<file path="config.mk">
export PLATFORM = sky130hd
export DESIGN_NAME = pe_result_collector
export DESIGN_NICKNAME = d
export VERILOG_FILES = /design/src/rtl/pe_result_collector.sv
export SDC_FILE = /design/constraint.sdc
export NUM_CORES = 1
export LEC_CHECK = 0
export CORE_ASPECT_RATIO = 0.7
export CORE_UTILIZATION = 45
export DETAILED_ROUTE_END_ITERATION = 10
export MAX_ROUTING_LAYER = met4
export SYNTH_ARGS = -nofsm -noshare
export SYNTH_HDL_FRONTEND = slang
export SYNTH_SLANG_ARGS = --single-unit
</file>
<file path="constraint.sdc">
create_clock -name clk -period 26.1 [get_ports clk]
set_input_delay 6.525 -clock clk [delete_from_list [all_inputs] [get_ports clk]]
set_output_delay 6.525 -clock clk [all_outputs]
set_load 0.02 [all_outputs]
</file>
<file path="src/rtl/pe_result_collector.sv">
// Drain-side collector for the PE accumulator: captures FP64 results, buffers them
// in a first-word fall-through FIFO and emits them on a framed valid/ready stream.
module pe_result_collector #(
   parameter int DEPTH = 8,
   parameter int DW    = 64,
   parameter int FLW   = 8
) (
   input  logic                     clk,
   input  logic                     rstn,
   input  logic [DW-1:0]            res_in,
   input  logic                     res_in_en,
   input  logic                     flush,
   input  logic [FLW-1:0]           frame_len,
   output logic [DW-1:0]            m_data,
   output logic                     m_valid,
   input  logic                     m_ready,
   output logic                     m_last,
   output logic                     m_is_sat,
   output logic                     m_is_zero,
   output logic [$clog2(DEPTH):0]   level,
   output logic                     ovf,
   output logic [7:0]               drop_cnt,
   output logic [15:0]              result_cnt
);

   localparam int AW = $clog2(DEPTH);
   localparam int LW = AW + 1;
   localparam logic [LW-1:0] FULL_LEVEL = LW'(DEPTH);

   logic [DW-1:0]  mem [DEPTH];
   logic [AW-1:0]  wr_ptr;
   logic [AW-1:0]  rd_ptr;
   logic [LW-1:0]  count;
   logic [FLW-1:0] frame_idx;
   logic [FLW-1:0] frame_len_q;
   logic [FLW-1:0] frame_len_eff;
   logic [DW-1:0]  head;

   logic full;
   logic pop_req;
   logic pop;
   logic push_ok;
   logic drop;

   // Stream handshake: a word transfers on any rising edge where m_valid && m_ready.
   // m_valid never waits on m_ready, and the head word holds until it transfers.
   assign full          = (count == FULL_LEVEL);
   assign m_valid       = (count != '0);
   assign pop_req       = m_valid && m_ready;
   assign pop           = pop_req && !flush;
   assign push_ok       = res_in_en && !flush && (!full || pop_req);
   assign drop          = res_in_en && !flush && full && !pop_req;
   assign frame_len_eff = (frame_len == '0) ? FLW'(1) : frame_len;

   assign head      = mem[rd_ptr];
   assign m_data    = m_valid ? head : '0;
   assign m_last    = m_valid && (frame_idx == frame_len_q - FLW'(1));
   // Classification ignores the sign bit so that -0 counts as zero and -Inf/NaN as saturated.
   assign m_is_sat  = m_valid && (head[62:52] == 11'h7FF);
   assign m_is_zero = m_valid && (head[62:0] == 63'd0);
   assign level     = count;

   always_ff @(posedge clk) begin
      if (push_ok) begin
         mem[wr_ptr] <= res_in;
      end
   end

   always_ff @(posedge clk) begin
      if (!rstn) begin
         wr_ptr <= '0;
         rd_ptr <= '0;
         count  <= '0;
      end else if (flush) begin
         wr_ptr <= '0;
         rd_ptr <= '0;
         count  <= '0;
      end else begin
         if (push_ok) begin
            wr_ptr <= wr_ptr + AW'(1);
         end
         if (pop) begin
            rd_ptr <= rd_ptr + AW'(1);
         end
         if (push_ok && !pop) begin
            count <= count + LW'(1);
         end else if (pop && !push_ok) begin
            count <= count - LW'(1);
         end
      end
   end

   // The frame length is only sampled at a frame boundary so a frame never changes size mid-way.
   always_ff @(posedge clk) begin
      if (!rstn || flush) begin
         frame_idx   <= '0;
         frame_len_q <= frame_len_eff;
      end else if (pop) begin
         if (m_last) begin
            frame_idx   <= '0;
            frame_len_q <= frame_len_eff;
         end else begin
            frame_idx <= frame_idx + FLW'(1);
         end
      end
   end

   always_ff @(posedge clk) begin
      if (!rstn) begin
         ovf        <= 1'b0;
         drop_cnt   <= '0;
         result_cnt <= '0;
      end else begin
         if (push_ok) begin
            result_cnt <= result_cnt + 16'd1;
         end
         if (drop) begin
            ovf <= 1'b1;
            if (drop_cnt != 8'hFF) begin
               drop_cnt <= drop_cnt + 8'd1;
            end
         end
      end
   end

endmodule
</file>
==> results of run 1 <==
[power by group]
part           switching (uW)  internal, uW
Combinational            71.6          53.6
Sequential               5.23           998
Clock                     328           438
Total                     405          1490
[cell families after synthesis]
| logic type | share of synthesized area |
|---|---|
| xor+xnor | 0.0169 |
| flops | 0.746 |
| fa+ha+maj | 0.00598 |
| compound gates | 0.0405 |
| mux | 0.124 |
| simple gates | 0.0492 |
| buf+inv | 0.0172 |
[per-stage QoR]
step	worst slack [ns]	power [uW]	cells
5_1_grt	13.86	1950	2156
4_1_cts	14.05	1910	2152
3_3_place_gp	14.77	1150	2055
2_1_floorplan	11.85	1090	1272
6_report	14.13	1890	2157
3_5_place_dp	14.70	1150	2055
[layer usage]
metal	track usage	share of wire
met2	0.322	0.46
met5	-	0
met4	0.0504	0.017
met3	0.0372	0.056
met1	0.309	0.47
[cell usage in the layout, fill, tap and decap left out, drive strengths merged, types with 6 or more instances in the layout]
master,Yosys,routed
a21oi,74,74
and3,6,6
buf,33,24
bufinv,0,6
clkbuf,36,66
clkdlybuf4s50,0,173
clkinv,0,22
dfxtp,46,46
edfxtp,520,520
ha,9,9
inv,11,13
mux2i,129,129
mux4,65,65
nand2,33,33
nand4,26,26
nor2,112,112
nor3,10,10
nor4,14,14
o21ai,6,6
o22ai,65,65
xnor2,18,18
xor2,24,24
[flip-flops by register name (all words and copies together) (netlist names), named ones only]
signal,count
drop_cnt,8
frame_idx,8
frame_len_q,8
level,4
mem,512
ovf,1
rd_ptr,3
result_cnt,16
wr_ptr,3
[worst max path at each step]
stage | start | to | slack (ns) | cells after the start
finish | flip-flop | m_is_zero | 14.13 | 8
detailed placement | flip-flop | m_is_zero | 14.70 | 8
CTS | flip-flop | m_is_zero | 14.05 | 8
global route | flip-flop | m_is_zero | 13.86 | 8
floorplan | flush | mem[2][0] | 11.85 | 4
global placement | flip-flop | m_is_zero | 14.77 | 8
[worst register-to-register path, cell delays in order (launching register included)]
cell     delay, ns
dfxtp_1       0.54
nor3_1        0.13
a21o_1        0.36
inv_2         0.29
nand2_1       0.22
nor3b_2       0.22
buf_4         0.50
buf_4         0.61
[synth_stat cells, types with 7 or more instances]
cell type,count,area share
buf_2,12,0.0027
nor2_1,104,0.018
mux2i_1,129,0.058
nand4_1,26,0.0073
nor3_1,9,0.0020
edfxtp_1,520,0.70
clkbuf_1,35,0.0059
o22ai_1,65,0.018
a21oi_1,74,0.017
xnor2_1,18,0.0071
nor4_1,13,0.0037
buf_4,7,0.0024
xor2_1,23,0.0091
ha_1,9,0.0051
nor2_2,8,0.0023
mux4_2,65,0.066
inv_1,9,0.0015
dfxtp_1,46,0.042
buf_1,9,0.0015
nand2_1,33,0.0056
[area by class of cell]
class / count / area [sq um] / share of cell area
Antenna cell: 5 / 12.5 / 0.000475
Clock buffer: 66 / 1400 / 0.0529
Clock inverter: 31 / 303 / 0.0115
Inverter: 11 / 41.3 / 0.00157
Multi-Input combinational cell: 626 / 5310 / 0.201
Sequential cell: 566 / 16500 / 0.628
Tap cell: 655 / 820 / 0.0311
Timing Repair Buffer: 197 / 1920 / 0.0730
==> flow_metrics.tcl, run 1 <==
set metrics [dict create \
    fp.dieW_um 267 \
    fin_util 0.547 \
    worst_pin_slew_ns 1.02 \
    rsz0062_at_grt "no" \
    dp_hpwl_um 29300 \
    cts_buffer_depth 3 \
    peakVddDrop_uv 49.7 \
    grt_pass1_wl_um 77300 \
    vias 11948 \
    pin_count 174 \
    die_h_um 188 \
    grt_pass1_vias 12173 \
    leakagePower_uw 0.00809 \
    drt_iter0_drc 849 \
    ctsRootBufferMaster "clkbuf_16" \
    ys_seq_area_frac 0.746 \
    slew-limit-headroom 0.318 \
    critPathMaxFanout 119 \
    ys.flop_type "edfxtp_1" \
    fillers 3775 \
    min_to "ovf" \
    synth_area_per_cell_sq_um 17.4 \
    cts_resized 0 \
    post_cts_buffers 0 \
    tns_ns 0 \
    track_usage 0.215 \
    critPathBufInv 3 \
    die-area_sq_mm 0.0502 \
    synth_cells 1272 \
    ys_warn_count 0 \
    gr-total-overflow 0 \
    cp-end-kind "output port" \
    arrival_ns 5.44 \
    clkSinkCount 566 \
    synth_area_sq_mm 0.0222 \
    skew_ns 0.0152 \
    clk_pin_slew_worst_paths_ns 0.06 \
    drt_pass1_iterations 4 \
    grt_max_degree 120 \
    min_path_cells 2 \
    synth-seq-cells 566 \
    slowest_delay_ns 0.79 \
    finalMaxSlewViolations 0 \
    syn_to_final_growth_pct 18.9 \
    totalWireLength_um 51700 \
    crit_family "buffers and inverters" \
    htreeDepth 2 \
    syn_nets 1359 \
    drc 0 \
    ant_nets 0 \
    place_area_sq_mm 0.0246 \
    clk_latency_ns 0.60 \
    drv_cap 0 \
    core_area_sq_mm 0.0482 \
    reg2reg_from "level[0]" \
    rr_endpoint "mem[6][38]" \
    crit_type "flip-flop to output port" \
    setup_viol 0 \
    hold_viol 0 \
    fin_nets 1542 \
    required_ns 19.58 \
    cts_made_buffers 53 \
    min_from "ovf" \
    portBuffers 173 \
    cp-start-kind "flip-flop" \
    rows 67 \
    fmax_mhz 83.5 \
    cts_hold_buf 0 \
    synthArstFlopShare 0 \
    ys_types 46 \
    cts_tree "done" \
    wl_per_cell_um 24.0 \
    antenna_found_initial 6 \
    final_area_sq_mm 0.0263 \
    fin_crit_sh 0.459 \
    crit_slowest_cell "buf_4" \
    powerDensity_mw_per_mm2 71.9 \
    min_period_ns 11.97 \
    reg2reg_depth 7 \
    min_path_type "flip-flop to flip-flop" \
    drive_gt1_frac 0.128 \
    gp_congestion 0.816 \
    outcome "complete, no violations" \
    start_util 0.460 \
    avgViaCountPerCell 5.54 \
    cp_cell_sequence "buf_12 > buf_4 > mux4_2 > a21oi_1 > nand4_1 > nor4_1 > and4_1 > clkdlybuf4s50_1" \
    synth-edff-count 520 \
    holdWs_ns 0.442 \
    rrSetupSlack_ns 22.85 \
]
(Power assumes the default switching activity.)
==> run 2, diff against run 1 <==
--- a/config.mk
+++ b/config.mk
@@ -9,6 +9,7 @@
 export CORE_UTILIZATION = 45
 export DETAILED_ROUTE_END_ITERATION = 10
 export MAX_ROUTING_LAYER = met4
+export PLACE_DENSITY = 0.67
 export SYNTH_ARGS = -nofsm -noshare
 export SYNTH_HDL_FRONTEND = slang
 export SYNTH_SLANG_ARGS = --single-unit
==> constraint.sdc (replaced) <==
create_clock -name clk -period 10.3 [get_ports clk]
set_input_delay 2.575 -clock clk [delete_from_list [all_inputs] [get_ports clk]]
set_output_delay 2.575 -clock clk [all_outputs]
set_load 0.02 [all_outputs]
==> run 2 against run 1 <==
  * Flip-flop and latch count is the same
  * Count of clock-buffer cells in the layout fell by 4
  * Setup slack got worse by 11 ns
  * Core utilization rose by 0.16 points
  * Routed wire length down 2.2%
  * Clock skew grew 0.013 ns
  * Cell area increased by 0.28%
  * Largest cell class unchanged
  * Via count about the same
  * Register-to-register slack got worse by 16 ns
  * Highest routed layer unchanged
  * Combinational power grew to 2.6 times the previous value
  * Clock power rose to 2.6 times the previous value
==> flow_metrics.tcl, run 2 (synthesized netlist as in run 1, its figures left out) <==
set metrics [dict create \
    outcome "complete, no violations" \
    setup_viol 0 \
    min_period_ns 7.11 \
    min_to "ovf" \
    cp-start-kind "flip-flop" \
    rsz0062_at_grt "no" \
    min_path_type "flip-flop to flip-flop" \
    fmax_mhz 141 \
    antenna_found_initial 5 \
    htreeDepth 2 \
    pin_count 174 \
    cts_buffer_depth 3 \
    final_common_cell "edfxtp_1" \
    vias 11955 \
    rrSetupSlack_ns 7.08 \
    required_ns 7.73 \
    gr-total-overflow 0 \
    clkSinkCount 566 \
    regMostFlops "mem" \
    skew_ns 0.0286 \
    slew-limit-headroom 0.235 \
    fillers 3717 \
    gp_congestion 0.817 \
    drive_gt1_frac 0.127 \
    reg2reg_from "level[0]" \
    min_path_cells 2 \
    start_util 0.460 \
    crit_type "flip-flop to output port" \
    cts_hold_buf 0 \
    powerDensity_mw_per_mm2 185 \
    post_cts_buffers 0 \
    rows 67 \
    dp_hpwl_um 28900 \
    tns_ns 0 \
    syn_to_final_growth_pct 19.2 \
    fin_nets 1538 \
    critPathMaxFanout 32 \
    die_h_um 188 \
    totalWireLength_um 50500 \
    largest_reg_flops 512 \
    cts_made_buffers 53 \
    die-area_sq_mm 0.0502 \
    crit_slowest_cell "nand2_2" \
    clk_latency_ns 0.61 \
    clk_pin_slew_worst_paths_ns 0.06 \
    drv_cap 0 \
    peakVddDrop_uv 131 \
    slowest_delay_ns 0.74 \
    track_usage 0.211 \
    highest_layer "met4" \
    fin_crit_sh 0.690 \
    cp_cell_sequence "nand2_2 > buf_4 > o22ai_1 > a21oi_1 > nand4_1 > nor4_1 > and4_1 > clkdlybuf4s50_1" \
    leakagePower_uw 0.00811 \
    drt_iter0_drc 1065 \
    rr_endpoint "mem[6][23]" \
    wl_per_cell_um 23.5 \
    core_area_sq_mm 0.0482 \
    avgViaCountPerCell 5.56 \
    reg2reg_depth 7 \
    cts_tree "done" \
    grt_pass1_vias 12349 \
    cts_resized 0 \
    drc 0 \
    met1_length_um 22900 \
    worst_pin_slew_ns 1.15 \
    fp.dieW_um 267 \
    hold_viol 0 \
    ant_nets 0 \
    grt_pass1_wl_um 76600 \
    grt_max_degree 99 \
    fin_util 0.548 \
    layout_common_cells "520 x edfxtp_1, 173 x clkdlybuf4s50_1, 129 x mux2i_1" \
    wl_met2_um 23600 \
    critPathBufInv 2 \
    top_regs "mem x512, result_cnt x16" \
    crit_family "simple AND/OR/NAND/NOR gates" \
    cp-end-kind "output port" \
    drt_pass1_iterations 6 \
    ctsRootBufferMaster "clkbuf_16" \
    arrival_ns 4.53 \
    portBuffers 173 \
    min_from "ovf" \
    finalMaxSlewViolations 0 \
    route.met3.wl_um 3420 \
]
==> run 2: changes by cell type in the layout (fill, tap and decap cells not counted) <==
cell        change
clkbuf_8        -2
buf_4           -4
clkbuf_1        -2
inv_6           -1
clkinvlp_2      +1
clkinv_2        -4
clkinvlp_4      +1
bufinv_16       +3
clkinv_16       +1
clkinv_8        +1
inv_16          +1
==> run 2: routing by layer <==
layer	vias up	GRT usage
li1	5391	-
met4	0	0.0402
met2	342	0.317
met3	52	0.0465
met1	6170	0.298
met5	-	-
==> run 2: how the worst max path moves through the flow <==
stage                     end  slack, ns  cells past startpoint
detailed placement  m_is_zero       3.73                      8
CTS                 m_is_zero       3.06                      8
global route        m_is_zero       2.90                      8
global placement    m_is_zero       3.77                      8
finish              m_is_zero       3.19                      8
floorplan           mem[2][0]     0.0004                      4
==> run 2: worst min-delay path, cell delays in order (launching register included) <==
cell and delay, ns:
dfxtp_1 0.31, inv_1 0.05, a21oi_1 0.05
==> run 2: final cells by class <==
class / instances / area [sq um] / area share
inverters: 11 / 41.3 / 0.00156
well taps: 655 / 820 / 0.0310
flip-flops and latches: 566 / 16500 / 0.626
clock buffers: 62 / 1360 / 0.0515
clock inverters: 34 / 443 / 0.0168
diodes: 5 / 12.5 / 0.000474
repair buffers: 193 / 1890 / 0.0717
multi-input cells: 626 / 5310 / 0.201
==> run 2: per-stage QoR <==
step	area [sq um]	std cells	hold slack (ns)	power (uW)	setup WS, ns
6_report	26400	2152	0.455	4880	3.19
3_5_place_dp	24600	2051	0.450	2910	3.73
4_1_cts	26400	2147	0.459	4920	3.06
2_1_floorplan	22200	1272	0.454	2760	0.000364
5_1_grt	26400	2152	0.484	5030	2.90
3_3_place_gp	24600	2051	0.434	2900	3.77
==> run 2: power breakdown <==
part	internal, uW	switching, uW
logic	135	184
clock network	1180	841
registers	2530	11.6
total	3840	1040
==> run 3, diff against run 2 <==
--- a/config.mk
+++ b/config.mk
@@ -9,7 +9,6 @@
 export CORE_UTILIZATION = 45
 export DETAILED_ROUTE_END_ITERATION = 10
 export MAX_ROUTING_LAYER = met4
-export PLACE_DENSITY = 0.67
 export SYNTH_ARGS = -nofsm -noshare
 export SYNTH_HDL_FRONTEND = slang
 export SYNTH_SLANG_ARGS = --single-unit
==> constraint.sdc (replaced) <==
create_clock -name clk -period 7.2 [get_ports clk]
set_input_delay 1.8 -clock clk [delete_from_list [all_inputs] [get_ports clk]]
set_output_delay 1.8 -clock clk [all_outputs]
set_load 0.02 [all_outputs]
==> run 3 against run 2 <==
  * Final cell count up 0.19%
  * Highest routed layer unchanged
  * Via count grew 0.31%
  * Clock skew fell by 0.0039 ns
  * Total power increased by 37%
  * Combinational power increased by 44%
  * Core utilization down 0.22 points
  * Critical path depth down 1
==> flow_metrics.tcl, run 3 (synthesized netlist as in run 1, its figures left out) <==
set metrics [dict create \
    peakVddDrop_uv 153 \
    clkSinkCount 566 \
    pwr-share-seq 0.546 \
    core_area_sq_mm 0.0482 \
    switching_power_uw 1450 \
    powerDensity_mw_per_mm2 253 \
    cts_resized 0 \
    pin_count 174 \
    wl_per_cell_um 24.0 \
    syn_to_final_growth_pct 18.7 \
    gr-total-overflow 0 \
    min_path_type "flip-flop to flip-flop" \
    fin_ws_ns 1.08 \
    avgViaCountPerCell 5.56 \
    required_ns 5.40 \
    drt_pass1_iterations 5 \
    critPathMaxFanout 35 \
    grt_max_degree 67 \
    cp-end-kind "output port" \
    portBuffers 173 \
    regMostFlops "mem" \
    vias 11992 \
    setup_viol 0 \
    start_util 0.460 \
    antenna_found_initial 2 \
    skew_ns 0.0247 \
    finalMaxSlewViolations 0 \
    rsz0062_at_grt "no" \
    drc 0 \
    grt_pass1_wl_um 77900 \
    min_period_ns 6.12 \
    clk_latency_ns 0.59 \
    comb_power_share 0.069 \
    top_regs "mem x512, result_cnt x16" \
    cts_hold_buf 0 \
    grt_pass1_vias 12038 \
    die_h_um 188 \
    track_usage 0.216 \
    largest_reg_flops 512 \
    clk_pin_slew_worst_paths_ns 0.06 \
    post-place-ws_ns 1.57 \
    drt_iter0_drc 1025 \
    fmax_mhz 163 \
    final_common_cell "edfxtp_1" \
    tns_ns 0 \
    fp.dieW_um 267 \
    slew-limit-headroom 0.366 \
    cts_made_buffers 53 \
    crit_type "flip-flop to output port" \
    drv_cap 0 \
    drive_gt1_frac 0.125 \
    cts_buffer_depth 3 \
    fin_crit_sh 0.850 \
    clockPowerShare 0.385 \
    cp-start-kind "flip-flop" \
    cts_tree "done" \
    power.internal_uw 5210 \
    layout_common_cells "520 x edfxtp_1, 173 x clkdlybuf4s50_1, 129 x mux2i_1" \
    worst_pin_slew_ns 0.948 \
    fin_nets 1546 \
    die-area_sq_mm 0.0502 \
    rows 67 \
    hold_viol 0 \
    ant_nets 0 \
    arrival_ns 4.32 \
    ctsRootBufferMaster "clkbuf_16" \
    dp_hpwl_um 30500 \
    switching_share 0.218 \
    leakagePower_uw 0.00806 \
    outcome "complete, no violations" \
    gp_congestion 0.789 \
    htreeDepth 2 \
    post_cts_buffers 0 \
    totalWireLength_um 51700 \
]
-- run 3: metrics by stage --
stage / hold slack [ns] / utilization / instance area, sq um / power, uW / instances
6_report: 0.449 / 0.546 / 26300 / 6660 / 2156
5_1_grt: 0.458 / 0.546 / 26300 / 6870 / 2156
4_1_cts: 0.452 / 0.546 / 26300 / 6720 / 2154
3_5_place_dp: 0.442 / 0.514 / 24800 / 4170 / 2059
3_3_place_gp: 0.437 / 0.514 / 24800 / 4170 / 2059
2_1_floorplan: 0.454 / - / 22200 / 3940 / 1272
-- run 3: per-layer routing --
metal | wire length (um) | global-route usage | vias to the layer above
met5 | 0 | - | -
met4 | 947 | 0.0475 | 0
met3 | 3370 | 0.0454 | 77
met2 | 23600 | 0.318 | 366
met1 | 23800 | 0.310 | 6142
li1 | - | - | 5407
-- run 3: critical path: stages, from the launching register on --
cell and delay (ns):
dfxtp_4 0.81, buf_4 0.54, mux4_2 0.57, a21oi_1 0.27, nand4_1 0.20, nor4_1 0.38, and4_1 0.34, clkdlybuf4s50_1 0.62
-- run 3: worst paths after layout --
kind / from / endpoint / slack (ns) / depth (start not counted)
max reg2reg: level[0] / level[3] / 4.12 / 11
max: flip-flop / m_is_zero / 1.08 / 7
min: ovf / ovf / 0.45 / 2
min reg2reg: ovf / ovf / 0.45 / 2
-- run 3: power by group through the flow --
stage | clock [uW] | combinational [uW] | sequential, uW
3_5_place_dp | 0 | 462 | 3710
6_report | 2560 | 460 | 3640
2_1_floorplan | 0 | 237 | 3700
3_3_place_gp | 0 | 460 | 3710
5_1_grt | 2740 | 491 | 3640
4_1_cts | 2620 | 464 | 3640
-- run 3: layout make-up --
class                      count  area [sq um]
multi-input combinational    626          5340
antenna                        2          5.00
clock inverter                21          97.6
inverter                      11          41.3
sequential                   566         16500
timing repair buffer         201          2030
tap                          655           820
clock buffer                  74          1450
fill                        3782         21900
